**config.mk**
```make
export PLATFORM = sky130hd
export DESIGN_NAME = wb_stage_regfile
export DESIGN_NICKNAME = d
export VERILOG_FILES = /design/src/rtl/wb_stage_regfile.sv
export SDC_FILE = /design/constraint.sdc
export NUM_CORES = 1
export LEC_CHECK = 0
export ABC_CLOCK_PERIOD_IN_PS = 2029
export CAP_MARGIN = 20
export CORE_MARGIN = 4
export CORE_UTILIZATION = 30
export CTS_BUF_LIST = sky130_fd_sc_hd__clkbuf_16
export DETAILED_ROUTE_END_ITERATION = 7
export PLACE_DENSITY = 0.62
export SYNTH_ARGS = -nofsm -noshare
export SYNTH_HDL_FRONTEND = slang
export SYNTH_SLANG_ARGS = --single-unit
```
**constraint.sdc**
```tcl
create_clock -name clk -period 2.03 [get_ports clk]
set_input_delay 0.203 -clock clk [delete_from_list [all_inputs] [get_ports clk]]
set_output_delay 0.203 -clock clk [all_outputs]
set_load 0.02 [all_outputs]
```
**src/rtl/wb_stage_regfile.sv**
```systemverilog
// Write-back stage: selects load/ALU result, commits to the register file, bypasses reads.
// Also keeps saturating retire/load counters for debug.
module wb_stage_regfile #(
  parameter int DATA_W  = 8,
  parameter int ADDR_W  = 2,
  parameter int CNT_W   = 16,
  parameter bit ZERO_R0 = 1'b0
) (
  input  logic              clk,
  input  logic              rst,
  input  logic              WB_EN,
  input  logic              MEM_R_EN,
  input  logic [DATA_W-1:0] Val_LDR,
  input  logic [DATA_W-1:0] ALU_Res,
  input  logic [ADDR_W-1:0] Dest,
  input  logic [ADDR_W-1:0] rd_addr1,
  input  logic [ADDR_W-1:0] rd_addr2,
  output logic [DATA_W-1:0] rd_data1,
  output logic [DATA_W-1:0] rd_data2,
  output logic              wb_valid,
  output logic [ADDR_W-1:0] wb_dest,
  output logic [DATA_W-1:0] wb_value,
  input  logic              cnt_clr,
  output logic [CNT_W-1:0]  retire_cnt,
  output logic [CNT_W-1:0]  load_cnt
);

  localparam int NREG = 2 ** ADDR_W;

  logic [DATA_W-1:0] regs [NREG];
  logic [DATA_W-1:0] wb_sel;
  logic              we;

  assign wb_sel   = MEM_R_EN ? Val_LDR : ALU_Res;
  assign we       = WB_EN & ~(ZERO_R0 && (Dest == '0));
  assign wb_valid = we;
  assign wb_dest  = Dest;
  assign wb_value = wb_sel;

  always_ff @(posedge clk or posedge rst) begin
    if (rst) begin
      for (int i = 0; i < NREG; i++) regs[i] <= '0;
    end else if (we) begin
      regs[Dest] <= wb_sel;
    end
  end

  // The R0 zero override sits above the bypass so a dropped R0 write never leaks through.
  always_comb begin
    rd_data1 = regs[rd_addr1];
    if (ZERO_R0 && (rd_addr1 == '0)) rd_data1 = '0;
    else if (we && (Dest == rd_addr1)) rd_data1 = wb_sel;
  end

  always_comb begin
    rd_data2 = regs[rd_addr2];
    if (ZERO_R0 && (rd_addr2 == '0)) rd_data2 = '0;
    else if (we && (Dest == rd_addr2)) rd_data2 = wb_sel;
  end

  // Counters follow WB_EN, not we: a write dropped to R0 still retires.
  always_ff @(posedge clk or posedge rst) begin
    if (rst) begin
      retire_cnt <= '0;
      load_cnt   <= '0;
    end else if (cnt_clr) begin
      retire_cnt <= '0;
      load_cnt   <= '0;
    end else begin
      if (WB_EN && (retire_cnt != '1)) retire_cnt <= retire_cnt + CNT_W'(1);
      if (WB_EN && MEM_R_EN && (load_cnt != '1)) load_cnt <= load_cnt + CNT_W'(1);
    end
  end

endmodule

```
==> metrics.txt <==
clock sink count 64; Die W 119 um; largest area contributor in the netlist dfrtp_1; Clock Tree Root clkbuf_16; Initial Util 0.307; GR Util All Layers 0.150; area share of the largest cell type after synthesis 0.432; dominant synthesized flop cell dfrtp_1; synth warn 0; critical path launch point type input port; drt total wl about 11000 um; largest cells by area after synthesis dfrtp_1 (43%), mux4_2 (9.7%), o21ai_0 (6.6%), nand2_1 (5.6%), a21oi_1 (3.5%); vias in the first global route 3448; R2R Setup Slk approximately 210 ps; most common cell in the netlist dfrtp_1; crit-path leading delay family buffers and inverters; area of the core about 12000 sq um; Hold-fix buffers, CTS 0; crit-path max FO 6; CTS H-tree lvls 3; post-synthesis sequential area ratio 0.432; initial antenna violation count 0; Setup CP Type input port to output port; total CTS buffers 9; Tmin final ~1900 ps; post-DP HPWL between 8000 and 9000 um; Final Cell Area approximately 5400 sq um; peak supply drop 351 uV; worst min-delay path category input port to async pin; Synth-to-Final Area Change 45.6%; GP Congestion between 0.7 and 0.8; worst path arrival time 1730 ps; total setup buffers inserted after CTS 0; Worst-Skew Late Latency around 320 ps; pre-CTS setup slack -315 ps; f_max 516 MHz; Tcrit/Tclk final 0.954; # Max-Cap Violations 0; ys async rst share 1.00; first-pass GRT wire length ~17000 um; Clock Skews between 10 and 15 ps; Yosys cell types 45; Static Leakage 2.29 nW; Largest stage delay, worst path 570 ps; Final #Nets approximately 540; crit-path cells clkdlybuf4s50_1, xnor2_1, nand3_1, buf_4, o21ai_0, clkdlybuf4s15_1; final setup margin 93.1 ps; syn_area_per_cell 9.68 sq um; Post-Syn Area between 3000 and 4000 sq um; actual slew at the worst max-slew pin 535 ps; power density over cell area ~710 nW/um^2; CP endpoint kind output port; Max Slew Vio Count 0; die area 14200 sq um; CTS clk-pin slew, worst paths 60 ps; synth cell count leaders dfrtp_1 (64), nand2_1 (55), o21ai_0 (49); status completed; vias around 3500; critical path's slowest cell clkdlybuf4s50_1; Ports 86; Synth Register Bits 64; Rel. slew slack 0.640; FF-to-FF Start load_cnt[0]; largest net degree at the start of global routing 34; # DRC 0; die height 119 um; FF-to-FF path depth 6; clock buffer depth 2; critical path data required time between 1500 and 2000 ps; remaining antenna violation count after routing 0; Port Buffers 85; reg2reg end load_cnt[9]; final setup violation count 0; number of flops mapped to enable cells by yosys 0; wire length per cell 15.3 um; buffers and inverters on the worst path 3; Final Hold Viols 0; share of cells above drive strength 1 0.230; setup_tns 0 ps; starting DRC count in detailed routing 200; post-DR vias/cell 5.08; Ant. Diodes 0; TritonCTS clock tree built; Post-Syn Instances between 300 and 400; grt ovf 0; placed inst area slightly above 5000 sq um; unrepaired setup endpoints after global routing no; drt first pass iters 4; FP Rows 40; syn nets roughly 410
==> worst max path at each step <==
stage | start | cells after the start | endpoint | slack [ps]
3_3_place_gp | rd_addr2[1] | 7 | rd_data2[6] | -290
3_5_place_dp | rd_addr1[1] | 6 | rd_data1[3] | -310
4_1_cts | rd_addr2[0] | 6 | rd_data2[7] | 2
5_1_grt | Dest[1] | 6 | rd_data1[0] | 4
6_report | Dest[1] | 6 | rd_data1[0] | 90
2_1_floorplan | load_cnt[0] | 5 | load_cnt[0] | 220
==> sequential cells by signal, summed over array words and instances (netlist names) <==
name / flops
load_cnt: 16
regs: 32
retire_cnt: 16
==> stage by stage <==
stage | total power [mW] | util | cells | hold slack [ps]
after floorplan | 1.99 | - | 383 | 461
after global placement | 2.40 | 0.426 | 670 | 479
after detailed placement | 2.42 | 0.426 | 670 | 488
after CTS | 3.91 | 0.452 | 686 | 168
after global routing | 4.03 | 0.448 | 686 | 184
final | 3.83 | 0.448 | 686 | 159
==> per-layer routing <==
layer	track usage	up-vias	routed length, um
met3	0.0242	20	292
met4	0.0536	0	184
met2	0.259	74	5310
met1	0.189	1704	4740
met5	0	-	0
li1	-	1687	-
==> logic make-up after synthesis <==
| group | after synthesis | synth area share |
|---|---|---|
| flops | 64 | 0.432 |
| compound gates | 98 | 0.152 |
| mux | 30 | 0.136 |
| simple gates | 149 | 0.221 |
| buf+inv | 36 | 0.0422 |
| fa+ha+maj | 2 | 0.00675 |
| xor+xnor | 4 | 0.00945 |
==> cell type report <==
type	count	area (sq um)
Timing Repair Buffer	141	1260
Multi-Input combinational cell	283	1980
Fill cell	1190	6660
Clock inverter	7	63.8
Inverter	14	52.6
Clock buffer	9	225
Tap cell	168	210
Sequential cell	64	1600
==> power breakdown <==
| group | internal, mW | switching (mW) |
|---|---|---|
| sequential | 1.39 | 0.0928 |
| combinational | 0.411 | 0.427 |
| clock | 0.939 | 0.568 |
| total | 2.74 | 1.09 |
==> repair_timing <==
item	CTS	global route
gates cloned	0	0
setup endpoints to repair	24	12
resized for setup	53	18
==> cell usage in the layout (no fill, tap or decap), types with 4 or more instances in the layout <==
master,n
o41ai_1,6
nor4_1,5
xnor2_1,4
o31ai_1,6
mux4_2,16
a21oi_1,26
and3_1,4
o21ai_0,49
nand3_1,11
clkbuf_16,9
buf_2,4
mux2i_2,5
nand2_1,55
clkdlybuf4s50_1,60
mux2i_1,4
or4_1,4
buf_4,51
mux2_2,4
o311ai_0,5
nand4_1,10
nor2b_1,6
or3_1,7
nor2_1,20
dlygate4sd2_1,12
inv_1,14
clkbuf_2,6
dfrtp_1,64
nor3_1,6
buf_12,4
Power figures use the tool's default switching activity.
